--- config.mk ---
export PLATFORM = sky130hd
export DESIGN_NAME = fifo_rd_ctrl_flat
export DESIGN_NICKNAME = d
export VERILOG_FILES = /design/src/rtl/fifo_pkg.sv /design/src/rtl/fifo_rd_ctrl_if.sv /design/src/rtl/fifo_rd_ctrl_empty_flag_gen.sv /design/src/rtl/fifo_rd_ctrl.sv /design/src/flat_wrapper.sv
export SDC_FILE = /design/constraint.sdc
export NUM_CORES = 1
export LEC_CHECK = 0
export ABC_CLOCK_PERIOD_IN_PS = 3100
export CORE_MARGIN = 2
export CORE_UTILIZATION = 43
export DETAILED_ROUTE_END_ITERATION = 10
export DONT_BUFFER_PORTS = 1
export PLACE_DENSITY = 0.67
export SYNTH_ARGS = -nofsm -noshare
export SYNTH_HDL_FRONTEND = slang
export SYNTH_SLANG_ARGS = --single-unit
--- constraint.sdc ---
create_clock -name i_clk -period 3.1 [get_ports i_clk]
set_input_delay 0.155 -clock i_clk [delete_from_list [all_inputs] [get_ports i_clk]]
set_output_delay 0.155 -clock i_clk [all_outputs]
set_load 0.01 [all_outputs]
--- src/rtl/fifo_pkg.sv ---
// Shared FIFO constants and pointer arithmetic.
// The read-side and write-side controllers both import this package.
package fifo_pkg;

    localparam int ADDR_WIDTH = 5;
    localparam int DEPTH      = 2 ** ADDR_WIDTH;
    localparam int PTR_WIDTH  = ADDR_WIDTH + 1;

    // Fill level between two wrap-bit pointers of arbitrary width, modulo 2**width.
    // Callers keep only the low PTR_WIDTH bits of the result.
    function automatic logic [31:0] ptr_diff(
        input logic [31:0] wr_ptr,
        input logic [31:0] rd_ptr,
        input int          width
    );
        logic [31:0] mask;
        mask = (32'd1 << width) - 32'd1;
        return (wr_ptr - rd_ptr) & mask;
    endfunction

endpackage

--- src/rtl/fifo_rd_ctrl_if.sv ---
// Read-side bus: write pointer in, read pointer, memory strobe and status out.
// The master modport is the consumer/write-side view; the slave modport is the controller.
interface fifo_rd_ctrl_if #(
    parameter int ADDR_WIDTH = fifo_pkg::ADDR_WIDTH
);
    logic [ADDR_WIDTH:0]   i_wr_address;
    logic                  i_rd_en;
    logic [ADDR_WIDTH:0]   o_rd_address;
    logic                  o_mem_rd_en;
    logic [ADDR_WIDTH-1:0] o_mem_rd_addr;
    logic                  o_rd_valid;
    logic                  o_Empty_Flag;
    logic                  o_almost_empty;
    logic [ADDR_WIDTH:0]   o_fill_level;
    logic                  o_underflow;
    logic                  o_ptr_err;

    modport master (
        output i_wr_address, i_rd_en,
        input  o_rd_address, o_mem_rd_en, o_mem_rd_addr, o_rd_valid,
        input  o_Empty_Flag, o_almost_empty, o_fill_level, o_underflow, o_ptr_err
    );

    modport slave (
        input  i_wr_address, i_rd_en,
        output o_rd_address, o_mem_rd_en, o_mem_rd_addr, o_rd_valid,
        output o_Empty_Flag, o_almost_empty, o_fill_level, o_underflow, o_ptr_err
    );
endinterface

--- src/rtl/fifo_rd_ctrl_empty_flag_gen.sv ---
// Empty flag: full-width pointer compare, wrap bit included.
// Mirror image of the write side's full-flag generator.
module Empty_Flag_Gen #(
    parameter int PTR_WIDTH = fifo_pkg::PTR_WIDTH
) (
    input  logic [PTR_WIDTH-1:0] i_wr_ptr,
    input  logic [PTR_WIDTH-1:0] i_rd_ptr,
    output logic                 o_empty
);
    assign o_empty = (i_wr_ptr == i_rd_ptr);
endmodule

--- src/rtl/fifo_rd_ctrl.sv ---
// FIFO read-side controller: owns the read pointer, issues memory reads,
// aligns read-valid with one-cycle memory latency and reports fill status.
module fifo_rd_ctrl
    import fifo_pkg::*;
#(
    parameter int ADDR_WIDTH = fifo_pkg::ADDR_WIDTH,
    parameter int AE_THRESH  = 2
) (
    input  logic          i_clk,
    input  logic          i_rst,
    fifo_rd_ctrl_if.slave bus
);
    localparam int                   P_WIDTH = ADDR_WIDTH + 1;
    localparam int                   P_DEPTH = 2 ** ADDR_WIDTH;
    localparam logic [P_WIDTH-1:0]   AE_LVL  = P_WIDTH'(AE_THRESH);
    localparam logic [P_WIDTH:0]     DEPTH_X = (P_WIDTH+1)'(P_DEPTH);

    logic [P_WIDTH-1:0] r_rd_ptr;
    logic               r_rd_valid;
    logic               r_underflow;
    logic               r_ptr_err;

    logic               w_empty;
    logic               w_rd_accept;
    logic [31:0]        w_diff;
    logic [P_WIDTH-1:0] w_fill;

    Empty_Flag_Gen #(.PTR_WIDTH(P_WIDTH)) u_empty (
        .i_wr_ptr (bus.i_wr_address),
        .i_rd_ptr (r_rd_ptr),
        .o_empty  (w_empty)
    );

    assign w_diff      = ptr_diff(32'(bus.i_wr_address), 32'(r_rd_ptr), P_WIDTH);
    assign w_fill      = w_diff[P_WIDTH-1:0];
    assign w_rd_accept = bus.i_rd_en & ~w_empty;

    // A write landing in the same cycle as a read on empty is not bypassed.
    always_ff @(posedge i_clk) begin
        if (i_rst) begin
            r_rd_ptr    <= '0;
            r_rd_valid  <= 1'b0;
            r_underflow <= 1'b0;
            r_ptr_err   <= 1'b0;
        end else begin
            if (w_rd_accept) begin
                r_rd_ptr <= r_rd_ptr + 1'b1;
            end
            r_rd_valid  <= w_rd_accept;
            r_underflow <= bus.i_rd_en & w_empty;
            if ({1'b0, w_fill} > DEPTH_X) begin
                r_ptr_err <= 1'b1;
            end
        end
    end

    assign bus.o_rd_address   = r_rd_ptr;
    assign bus.o_mem_rd_en    = w_rd_accept;
    assign bus.o_mem_rd_addr  = r_rd_ptr[ADDR_WIDTH-1:0];
    assign bus.o_rd_valid     = r_rd_valid;
    assign bus.o_Empty_Flag   = w_empty;
    assign bus.o_almost_empty = (w_fill <= AE_LVL);
    assign bus.o_fill_level   = w_fill;
    assign bus.o_underflow    = r_underflow;
    assign bus.o_ptr_err      = r_ptr_err;

endmodule

--- src/flat_wrapper.sv ---
// flat-port wrapper written by rule: the top's interface ports become plain ports
module fifo_rd_ctrl_flat import fifo_pkg::*;
#(
    parameter int ADDR_WIDTH = fifo_pkg::ADDR_WIDTH,
    parameter int AE_THRESH  = 2
)
  (i_clk, i_rst, bus_i_wr_address, bus_i_rd_en, bus_o_rd_address, bus_o_mem_rd_en, bus_o_mem_rd_addr, bus_o_rd_valid, bus_o_Empty_Flag, bus_o_almost_empty, bus_o_fill_level, bus_o_underflow, bus_o_ptr_err);
  fifo_rd_ctrl_if #(.ADDR_WIDTH(ADDR_WIDTH)) bus_i ();
  input  logic i_clk;
  input  logic i_rst;
  input wire logic [$bits(bus_i.i_wr_address)-1:0] bus_i_wr_address;
  input wire logic [$bits(bus_i.i_rd_en)-1:0] bus_i_rd_en;
  output wire logic [$bits(bus_i.o_rd_address)-1:0] bus_o_rd_address;
  output wire logic [$bits(bus_i.o_mem_rd_en)-1:0] bus_o_mem_rd_en;
  output wire logic [$bits(bus_i.o_mem_rd_addr)-1:0] bus_o_mem_rd_addr;
  output wire logic [$bits(bus_i.o_rd_valid)-1:0] bus_o_rd_valid;
  output wire logic [$bits(bus_i.o_Empty_Flag)-1:0] bus_o_Empty_Flag;
  output wire logic [$bits(bus_i.o_almost_empty)-1:0] bus_o_almost_empty;
  output wire logic [$bits(bus_i.o_fill_level)-1:0] bus_o_fill_level;
  output wire logic [$bits(bus_i.o_underflow)-1:0] bus_o_underflow;
  output wire logic [$bits(bus_i.o_ptr_err)-1:0] bus_o_ptr_err;
  assign bus_i.i_wr_address = bus_i_wr_address;
  assign bus_i.i_rd_en = bus_i_rd_en;
  assign bus_o_rd_address = bus_i.o_rd_address;
  assign bus_o_mem_rd_en = bus_i.o_mem_rd_en;
  assign bus_o_mem_rd_addr = bus_i.o_mem_rd_addr;
  assign bus_o_rd_valid = bus_i.o_rd_valid;
  assign bus_o_Empty_Flag = bus_i.o_Empty_Flag;
  assign bus_o_almost_empty = bus_i.o_almost_empty;
  assign bus_o_fill_level = bus_i.o_fill_level;
  assign bus_o_underflow = bus_i.o_underflow;
  assign bus_o_ptr_err = bus_i.o_ptr_err;
  fifo_rd_ctrl #(.ADDR_WIDTH(ADDR_WIDTH), .AE_THRESH(AE_THRESH)) u_core (.i_clk(i_clk), .i_rst(i_rst), .bus(bus_i));
endmodule
==> results of run 1 <==
[power by group through the flow]
stage          sequential, mW  clock [mW]  combinational (mW)
3_3_place_gp            0.135           0              0.0769
3_5_place_dp            0.135           0              0.0774
5_1_grt                 0.134       0.101              0.0892
4_1_cts                 0.132      0.0939              0.0806
2_1_floorplan           0.132           0              0.0743
6_report                0.133      0.0901              0.0799
[placed cells by master, fill, tap and decap left out]
master / Yosys / final
a21oi_2: 1 / 1
nor2b_1: 1 / 1
nand3_1: 1 / 1
inv_2: 1 / 1
nand2b_4: 1 / 1
nor2_1: 9 / 9
xor2_2: 1 / 1
inv_1: 7 / 7
or2_4: 1 / 1
o21ai_0: 2 / 2
o31ai_1: 1 / 1
a21o_1: 1 / 1
and2_1: 1 / 1
mux2i_1: 1 / 1
and3b_1: 1 / 1
fa_1: 1 / 1
clkbuf_1: 0 / 1
o31ai_4: 1 / 1
clkbuf_4: 0 / 3
dfxtp_1: 9 / 9
or3_1: 1 / 1
nand4_1: 3 / 3
a21oi_1: 3 / 3
nor3b_2: 1 / 1
xor2_1: 2 / 2
xnor2_1: 6 / 6
a311oi_1: 1 / 1
dlygate4sd3_1: 0 / 1
nor3_1: 4 / 4
nand2_1: 5 / 5
ha_1: 6 / 6
[final timing paths]
| check | endpoint | slack (ps) | cells after the start |
|---|---|---|---|
| max | bus_o_almost_empty | 390 | 8 |
| max reg2reg | u_core.bus.o_ptr_err | 850 | 8 |
| min reg2reg | u_core.bus.o_ptr_err | 620 | 2 |
| min | u_core.bus.o_rd_valid | 30 | 2 |
[layout make-up]
class                      count  area share
clock buffer                   4     0.03777
inverter                       8     0.04317
multi-input combinational     56      0.6169
sequential                     9      0.2590
tap                           16     0.02878
timing repair buffer           1     0.01439
[layer usage]
layer / vias up / routed length, µm / track usage
li1: 258 / - / -
met1: 241 / 554 / 0.1884
met2: 24 / 589 / 0.2029
met3: 6 / 117 / 0.05833
met4: 0 / 33 / 0.09091
met5: - / 0 / 0
[cell usage after synthesis, drive strengths merged]
master / count
mux2i: 1
o31ai: 2
dfxtp: 9
nor2: 9
nor3: 4
nor2b: 1
buf: 6
fa: 1
nand2b: 1
nand3: 1
xnor2: 6
nand2: 5
inv: 8
a311oi: 1
xor2: 3
and2: 1
ha: 6
o21ai: 2
a21o: 1
a21oi: 4
nand4: 3
and3b: 1
or3: 1
or2: 1
nor3b: 1
[worst max-delay path, cell delays in order, from the launching register on]
cell and delay, ps:
dfxtp_1 560, ha_1 240, inv_1 50, fa_1 390, a21o_1 170, a21oi_1 160, xnor2_1 150, nor3_1 280
nor3b_2 300
[registers in the layout, summed over array words and instances (netlist names)]
signal / cells
u_core.bus.o_ptr_err: 1
u_core.bus.o_rd_address: 6
u_core.bus.o_rd_valid: 1
u_core.bus.o_underflow: 1
[per-stage QoR]
step	utilization	setup slack, ps	cell area (µm²)
floorplan	-	935.7	684.4
global placement	0.4377	748.7	659.4
detailed placement	0.4377	683.4	659.4
CTS	0.4618	399.2	695.7
global route	0.4618	233.4	695.7
finish	0.4618	389.7	695.7
[kinds of logic (layout without fill, tap and decap cells)]
kind of cell,after synthesis,in the layout,share of synthesized area
and+or+nand+nor,29,29,0.2322
buffers and inverters,14,13,0.1097
AOI/OAI and AO/OA,10,10,0.1152
xor gates and xnor gates,9,9,0.1262
DFF,9,9,0.2633
adders and majority gates,7,7,0.1389
muxes,1,1,0.01463
==> summary.txt, run 1 <==
Outcome
  • Status: finished, final reports clean

Synth
  • Area of the mapped netlist: between 600 and 700 µm²
  • Post-Syn Instances: 79
  • Largest cells by area after synthesis: dfxtp_1 26%, ha_1 11%, xnor2_1 7.7%
  • Total number of yosys warnings: 0
  • Synthesized Nets: 95
  • Flops & latches, synth: 9
  • Share of the synthesized area in the top cell type: 0.2633
  • Syn Area/Cell: 8.663 µm²
  • Post-synthesis sequential area ratio: 0.2633
  • Cell variety after synth: 29
  • Cell taking the most area after synthesis: dfxtp_1

STA
  • Layout Skew: 7.356 ps
  • Final Max Slew Viols: 0
  • Setup violators final: 0
  • Fin Hold WS: approximately 28 ps
  • Tmin final: around 2700 ps
  • Setup TNS: 0 ps
  • Unrepaired setup endpoints after global routing: no
  • Final Hold Viols: 0
  • Slew HR: 0.7155
  • Maximum clock rate: between 0.3 and 0.4 GHz
  • Crit share post-route: 0.8743
  • Worst-margin pin slew: approximately 420 ps

Clock tree
  • CTS tree: built
  • CTS HTree Levels: 1
  • CTS Root Cell: clkbuf_4
  • Clk Latency, worst-skew pair: about 260 ps
  • Clock sink count: 9
  • Clock transition at the registers of the reported paths: 60 ps
  • # hold bufs at CTS: 1
  • Post-CTS Setup Repair Bufs: 0
  • Longest Clk Path Bufs: 2
  • Cts repair resizes: 0
  • Num CTS Buffers: 3

Setup path
  • Critical Path Source Type: flop
  • Crit. End Element: primary output
  • Critical path class: reg2out
  • Worst Path Arrival: 2560 ps
  • Crit path max fanout: 7
  • Worst r2r src: u_core.bus.o_rd_address[0]
  • Setup crit start: u_core.bus.o_rd_address[0]
  • CP required: 2940 ps

Floorplan
  • DIE AREA: approximately 1900 µm²
  • IO Pins: 32
  • Total core area: 1506 µm²
  • FP Rows: 14
  • Die height: around 44 µm
  • Initial core utilization: 0.4543
  • Die X: around 44 µm

Cells and area
  • Non-Filler Instances: between 90 and 100
  • Fillers: between 100 and 150
  • Seq. cell area: about 180 µm²
  • Syn-to-layout area delta: 1.645%
  • Layout cell share with drive strength beyond 1: 0.1282
  • Area taken by multi-input logic gates: 429.2 µm²
  • Diode count: 0
  • Final nets: 95

Pwr
  • P_leak: 0.2680 nW
  • Pwr dens: 434.8 nW/µm²
  • Sw power: around 100 µW
  • Clock share of power: 0.298
  • Sequential share of power: 0.438
  • Power Total: around 300 µW
  • Combinational Power Share: 0.264
  • Worst vdd ir: approximately 180 µV
  • Internal power component: around 200 µW
  • Switch share: 0.3303

Global route
  • GR Util All Layers: 0.1469
  • Initial antenna violation count: 0
  • Global-route wire length before repair: 2070 µm
  • Global route overflow: 0
  • Pin count of the biggest net entering global routing: 9
  • Vias in the first global route: 479

Placement
  • I/O Buffers: 0
  • Dpl hpwl: roughly 1100 µm
  • Placed Cells: 89
  • Final GP Congestion: about 0.78

Route
  • Iter 0 DRT Violations: 14
  • Pre-antenna DRT Iters: 4
  • Post-DRT Antenna Nets: 0
  • Routed WL per cell: ~14 µm
  • DRC: 0
  • Via density: 5.628
  • DRT Wirelength: between 1000 and 1500 µm
  • Total number of vias: roughly 530

Worst hold path
  • HP Start: bus_i_rd_en
  • Hold Path Class: in2reg

Flow run
  • Maxcap violations: 0
No activity file was read; power rests on OpenSTA's default activity.
==> run 2, diff against run 1 <==
ABC_AREA = 1   (was not set)
==> run 2 against run 1 <==
First-iteration DRC count rose by 50%. Synthesized cell count up 43%. Global-route usage grew 1.7 points. Final area increased by 9.5%. Hold slack better by 41 ps. Sequential cell count unchanged. Core utilization shrank 0.56 points. Critical path depth up 1. Die area rose by 7.6%. Largest power group unchanged. Clock power decreased by 3.7%.
==> summary.txt, run 2 <==
Floorplan
  • Initial core utilization: 0.4442 (-0.01012)
  • Die height: 45.54 µm (+3.7%)
  • Die X: 45.54 µm (+3.7%)
  • Total core area: 1670 µm² (+11%)
  • FP Rows: 15 (+1)
  • IO Pins: 32 (unchanged)
  • DIE AREA: 2074 µm² (+7.6%)

Synth
  • Syn Area/Cell: 6.566 µm² (-24%)
  • EDFF count, synth: 0 (unchanged)
  • Post-synthesis sequential area ratio: 0.2428 (-0.02042)
  • Area of the mapped netlist: 742.0 µm² (+8.4%)
  • Share of the synthesized area in the top cell type: 0.2428 (-0.02042)
  • Post-Syn Instances: 113 (+43%)
  • Total number of yosys warnings: 0 (unchanged)
  • Flops & latches, synth: 9 (unchanged)
  • Top FF cell, synth: dfxtp_1
  • Largest cells by area after synthesis: dfxtp_1 24%, nand2_1 14%, inv_1 12%
  • Most frequent cells after synthesis: 27 x nand2_1, 23 x inv_1, 9 x dfxtp_1, 9 x nand3_1, 8 x a21oi_1
  • Ys async rst share: 0 (unchanged)
  • Cell taking the most area after synthesis: dfxtp_1
  • Synthesized Nets: 129 (+36%)
  • Top-count cell post-synth: nand2_1
  • Cell variety after synth: 20 (-31%)

Route
  • Post-DRT Antenna Nets: 0 (unchanged)
  • DRT Wirelength: 1513 µm (+17%)
  • Via density: 5.062 (-10%)
  • DRC: 0 (unchanged)
  • Total number of vias: 658 (+24%)
  • Pre-antenna DRT Iters: 4 (unchanged)
  • Iter 0 DRT Violations: 21 (+7)
  • Routed WL per cell: 11.64 µm (-15%)

STA
  • Slew HR: 0.7562 (+0.04070)
  • Maximum clock rate: 0.4086 GHz (+11%)
  • Setup TNS: 0 ps (unchanged)
  • Setup violators final: 0 (unchanged)
  • Tmin final: 2447 ps (-263.1 ps)
  • Crit share post-route: 0.7894 (-0.08487)
  • Fin Hold WS: 69.40 ps (+41.24 ps)
  • Final Hold Viols: 0 (unchanged)
  • Final Max Slew Viols: 0 (unchanged)
  • Unrepaired setup endpoints after global routing: no
  • Layout Skew: 0.7166 ps (-6.639 ps)
  • Worst-margin pin slew: 364.9 ps (-58.58 ps)

Cells and area
  • Seq. cell area: 180.2 µm² (unchanged)
  • Commonest non-fill, non-tap cells in the layout: 27 x nand2_1, 23 x inv_1, 9 x nand3_1, 9 x dfxtp_1, 8 x a21oi_1
  • Fillers: 177 (+23%)
  • Syn-to-layout area delta: 2.698%
  • Non-Filler Instances: 130 (+38%)
  • Diode count: 0 (unchanged)
  • Layout cell share with drive strength beyond 1: 0.07965 (-0.04856)
  • Design area: 762.0 µm² (+9.5%)
  • Final nets: 130 (+37%)
  • Most common cell after layout, fill and taps aside: nand2_1
  • Area taken by multi-input logic gates: 437.9 µm² (+2.0%)
  • Largest register FFs: 6 (unchanged)

Clock tree
  • Clk Latency, worst-skew pair: 250 ps (about the same)
  • CTS HTree Levels: 1 (unchanged)
  • Clock transition at the registers of the reported paths: 60 ps (about the same)
  • Clock sink count: 9 (unchanged)
  • Longest Clk Path Bufs: 2 (unchanged)
  • CTS tree: built
  • Cts repair resizes: 0 (unchanged)
  • Num CTS Buffers: 3 (unchanged)
  • CTS Root Cell: clkbuf_4

Flow run
  • Maxcap violations: 0 (unchanged)

Setup path
  • Worst r2r src: u_core.bus.o_rd_address[3]
  • Worst Path Arrival: 2290 ps (-270 ps)
  • CP required: 2940 ps (about the same)
  • Critical path class: reg2out
  • CP max stage cell: dfxtp_1
  • Worst Path Buf+Inv: 1 (unchanged)
  • Setup crit start: u_core.bus.o_rd_address[0]
  • Sequence of cells on the critical path: ha_1 > inv_1 > fa_1 > nand2_1 > nand2_1 > nand3_1 > nand2_1 > a21oi_1 > nor3b_1
  • Crit path max fanout: 6 (-1)
  • Critical Path Source Type: flop
  • CP top delay family: simple AND/OR/NAND/NOR gates
  • Max stage delay on crit path: 530 ps (-30 ps)
  • Most frequent CP cell: nand2_1
  • Crit. End Element: primary output

Global route
  • Vias in the first global route: 566 (+18%)
  • Initial antenna violation count: 0 (unchanged)
  • Global route overflow: 0 (unchanged)
  • Global-route wire length before repair: 2477 µm (+20%)
  • GR Util All Layers: 0.1637 (+0.01684)
  • Pin count of the biggest net entering global routing: 8 (-1)

Pwr
  • Pwr dens: 391.7 nW/µm² (-9.9%)
  • Combinational Power Share: 0.276 (+0.012)
  • Power Total: 298.5 µW (-1.3%)
  • Sequential share of power: 0.433 (-0.005)
  • Sw power: 100.8 µW (+0.92%)
  • Worst vdd ir: 118.0 µV (-33%)
  • Switch share: 0.3378 (+0.007515)
  • Internal power component: 197.6 µW (-2.4%)
  • Clock share of power: 0.291 (-0.007)
  • P_leak: 0.3728 nW (+39%)

Placement
  • I/O Buffers: 0 (unchanged)
  • Dpl hpwl: 1239 µm (+17%)
  • Placed Cells: 125 (+40%)
  • Placed inst area: 725.7 µm² (+10%)
  • Final GP Congestion: 0.8057 (+3.5%)

Worst hold path
  • HP Start: bus_i_rd_en
  • Hold Path Class: in2reg

Outcome
  • Status: finished, final reports clean
==> run 2: what timing repair did <==
item                      4_1_cts  5_1_grt
buffers inserted                0        0
hold buffers                    1        0
hold endpoints to repair        5        0
==> run 2: cells by family (layout without fill, tap and decap cells) <==
group / Yosys count / after routing / share of synthesized area
AOI/OAI and AO/OA: 13 / 13 / 0.09274
DFF: 9 / 9 / 0.2428
xor gates and xnor gates: 3 / 3 / 0.03542
buffers and inverters: 28 / 28 / 0.1669
and+or+nand+nor: 53 / 53 / 0.3339
adders and majority gates: 7 / 7 / 0.1282
==> run 2: cell type report <==
cell class | instances | share of cell area
inverter | 23 | 0.1133
timing repair buffer | 1 | 0.01314
tap | 17 | 0.02791
sequential | 9 | 0.2365
clock buffer | 4 | 0.03448
multi-input combinational | 76 | 0.5747
==> run 2: path summary, 6_finish.rpt <==
path                                                   end  slack (ps)  cells after the start
worst max register to register  u_core.bus.o_rd_address[2]        1120                      8
worst max-delay path                    bus_o_almost_empty         650                      9
worst min-delay path                 u_core.bus.o_rd_valid          70                      2
worst min register to register        u_core.bus.o_ptr_err         490                      2
==> run 2: power groups by stage <==
stage	Sequential [mW]	Clock [mW]	Combinational, mW
after floorplan	0.129	0	0.0725
after global placement	0.132	0	0.0786
after detailed placement	0.132	0	0.0801
after CTS	0.129	0.0902	0.0824
after global routing	0.131	0.101	0.0933
final	0.129	0.0868	0.0824
==> run 2: per-stage QoR <==
stage,utilization,setup slack [ps]
floorplan,-,1142
global placement,0.4345,957.1
detailed placement,0.4345,905.8
CTS,0.4562,631.7
global route,0.4562,431.9
finish,0.4562,652.7
==> run 2: routing by layer <==
layer / part of all wire / up-vias / GRT usage
met5: 0 / - / 0
met4: 0 / 0 / 0.07059
met3: 0.077 / 0 / 0.04762
met2: 0.49 / 32 / 0.2423
met1: 0.44 / 279 / 0.2180
li1: - / 347 / -
==> run 3, diff against run 2 <==
ABC_AREA = 0   (was 1)
ABC_CLOCK_PERIOD_IN_PS = 2400   (was 3100)
clock period = 2.4 ns   (was 3.1 ns; I/O delays follow)
==> run 3 against run 2 <==
Via count fell by 16%. Setup slack got worse by 490 ps. Sequential power rose by 26%. Global-route usage fell by 0.14 points. Routed wire length fell by 6.9%. Clock-buffer cell count did not move. Register-to-register slack got worse by 760 ps. Sequential share of layout area rose by 0.32 points. First-iteration DRC count fell by 71%.
==> summary.txt, run 3 (synthesis results as in run 1) <==
Pwr
  • Worst vdd ir: 191.8 µV (+63%)
  • Sw power: 138.7 µW (+38%)
  • Internal power component: 273.6 µW (+38%)
  • Switch share: 0.3365 (-0.001308)
  • Clock share of power: 0.287 (-0.004)
  • Sequential share of power: 0.393 (-0.040)
  • Combinational Power Share: 0.320 (+0.044)
  • P_leak: 0.3027 nW (-19%)
  • Pwr dens: 544.7 nW/µm² (+39%)

Setup path
  • Critical Path Source Type: flop
  • Critical path class: reg2out
  • Crit. End Element: primary output
  • Reg2Reg Setup Slack: 360 ps (-760 ps)
  • Crit path max fanout: 2 (-4)
  • CP required: 2280 ps (-660 ps)
  • Worst Path Arrival: 2120 ps (-170 ps)

Global route
  • GR Util All Layers: 0.1623 (-0.001418)
  • Initial antenna violation count: 0 (unchanged)
  • Global-route wire length before repair: 2325 µm (-6.1%)
  • Vias in the first global route: 547 (-3.4%)
  • Global route overflow: 0 (unchanged)
  • Pin count of the biggest net entering global routing: 9 (+1)

STA
  • Final Max Slew Viols: 0 (unchanged)
  • Worst-margin pin slew: 422.9 ps (+58.04 ps)
  • Setup violators final: 0 (unchanged)
  • Maximum clock rate: roughly 0.45 GHz
  • Crit share post-route: 0.9339
  • Worst setup margin: 158.6 ps (-494.2 ps)
  • Slew HR: 0.7159 (-0.04033)
  • Tmin final: 2241 ps
  • Unrepaired setup endpoints after global routing: no
  • Final Hold Viols: 0 (unchanged)
  • Setup TNS: 0 ps (unchanged)
  • Layout Skew: 4.070 ps (+3.354 ps)

Placement
  • Final GP Congestion: 0.7738 (-4.0%)
  • Dpl hpwl: 1100 µm (-11%)
  • I/O Buffers: 0 (unchanged)
  • Placement Setup Slack: 316.2 ps (-589.6 ps)

Floorplan
  • Initial core utilization: 0.4543 (+0.01012)
  • Die X: 43.90 µm (-3.6%)
  • DIE AREA: 1927 µm² (-7.1%)
  • FP Rows: 14 (-1)
  • Die height: 43.90 µm (-3.6%)
  • Total core area: 1506 µm² (-9.8%)
  • IO Pins: 32 (unchanged)

Cells and area
  • Layout cell share with drive strength beyond 1: 0.2262 (+0.1465)
  • Post-Route Utilization: 0.5025 (+0.04631)
  • Most common cell after layout, fill and taps aside: nor2_1
  • Largest register FFs: 6 (unchanged)
  • Diode count: 0 (unchanged)
  • Fillers: 148 (-16%)
  • Commonest non-fill, non-tap cells in the layout: 9 x nor2_1, 8 x dfxtp_1, 7 x inv_1
  • Final nets: 101 (-22%)
  • Syn-to-layout area delta: 10.60%

Route
  • Routed WL per cell: 14.08 µm (+21%)
  • Via density: 5.520 (+9.1%)
  • Iter 0 DRT Violations: 6 (-71%)
  • Total number of vias: 552 (-16%)
  • Post-DRT Antenna Nets: 0 (unchanged)
  • Pre-antenna DRT Iters: 2 (-2)
  • DRC: 0 (unchanged)
  • DRT Wirelength: 1408 µm (-6.9%)

Outcome
  • Status: finished, final reports clean

Clock tree
  • CTS tree: built
  • Num CTS Buffers: 3 (unchanged)
  • Clock transition at the registers of the reported paths: 60 ps (about the same)
  • Clock sink count: 9 (unchanged)
  • Longest Clk Path Bufs: 2 (unchanged)
  • CTS HTree Levels: 1 (unchanged)
  • Clk Latency, worst-skew pair: 260 ps (about the same)
  • CTS Root Cell: clkbuf_4

Flow run
  • Maxcap violations: 0 (unchanged)

Worst hold path
  • Hold Path Class: in2reg
run 3: cell types whose count changed in the layout (fill, tap and decap cells not counted), moves of 5 or more:
cell,delta
a21oi_1,-6
buf_4,+6
inv_1,-16
nand2_1,-22
nand3_1,-8
xnor2_1,+5
run 3: area by class of cell:
cell class,instances,area [µm²],share of cell area
tap,16,20.02,0.02645
inverter,8,30.03,0.03967
timing repair buffer,7,55.05,0.07273
clock buffer,4,26.28,0.03471
multi-input combinational,56,444.2,0.5868
sequential,9,181.4,0.2397
run 3: power groups by stage:
stage	Clock, mW	Sequential [mW]	Combinational (mW)
after global routing	0.127	0.163	0.145
after detailed placement	0	0.165	0.119
final	0.118	0.162	0.132
after floorplan	0	0.170	0.0959
after global placement	0	0.165	0.117
after CTS	0.119	0.162	0.122
run 3: critical path, cell delays in order, from the launching register on:
cell and delay (ps):
dfxtp_1 350, ha_1 180, inv_1 60, fa_1 400, a21o_1 190, a21oi_2 150
xnor2_1 110, nor3_2 170, nor3b_4 260
run 3: worst paths after layout:
path,cells past startpoint,end,startpoint
hold / removal,2,u_core.bus.o_rd_valid,bus_i_rd_en
setup reg to reg,9,u_core.bus.o_ptr_err,u_core.bus.o_rd_address[0]
hold reg to reg,3,u_core.bus.o_rd_address[2],u_core.bus.o_rd_address[2]
setup / recovery,8,bus_o_almost_empty,u_core.bus.o_rd_address[0]
run 3: stage by stage:
stage | hold slack, ps | cell area [µm²] | total power [mW] | std cells
after floorplan | 258.1 | 684.4 | 0.2659 | 79
after global routing | 18.18 | 757.0 | 0.4357 | 100
after detailed placement | 195.4 | 696.9 | 0.2841 | 94
after CTS | 2.306 | 733.2 | 0.4040 | 99
after global placement | 194.0 | 696.9 | 0.2821 | 94
final | 6.155 | 757.0 | 0.4123 | 100
run 3: metal layers:
layer,track usage,share of wire,vias to the layer above,wire (µm)
li1,-,-,271,-
met1,0.2015,0.44,250,617
met2,0.2471,0.46,25,650
met3,0.04167,0.074,6,104
met4,0.1030,0.026,0,36
met5,0,0,-,0
run 3: repair_timing:
action,CTS,global route
gates resized for setup,0,4
setup buffers,0,1
setup endpoints to repair,0,1
hold buffers,1,0
endpoints found under the hold margin,8,0
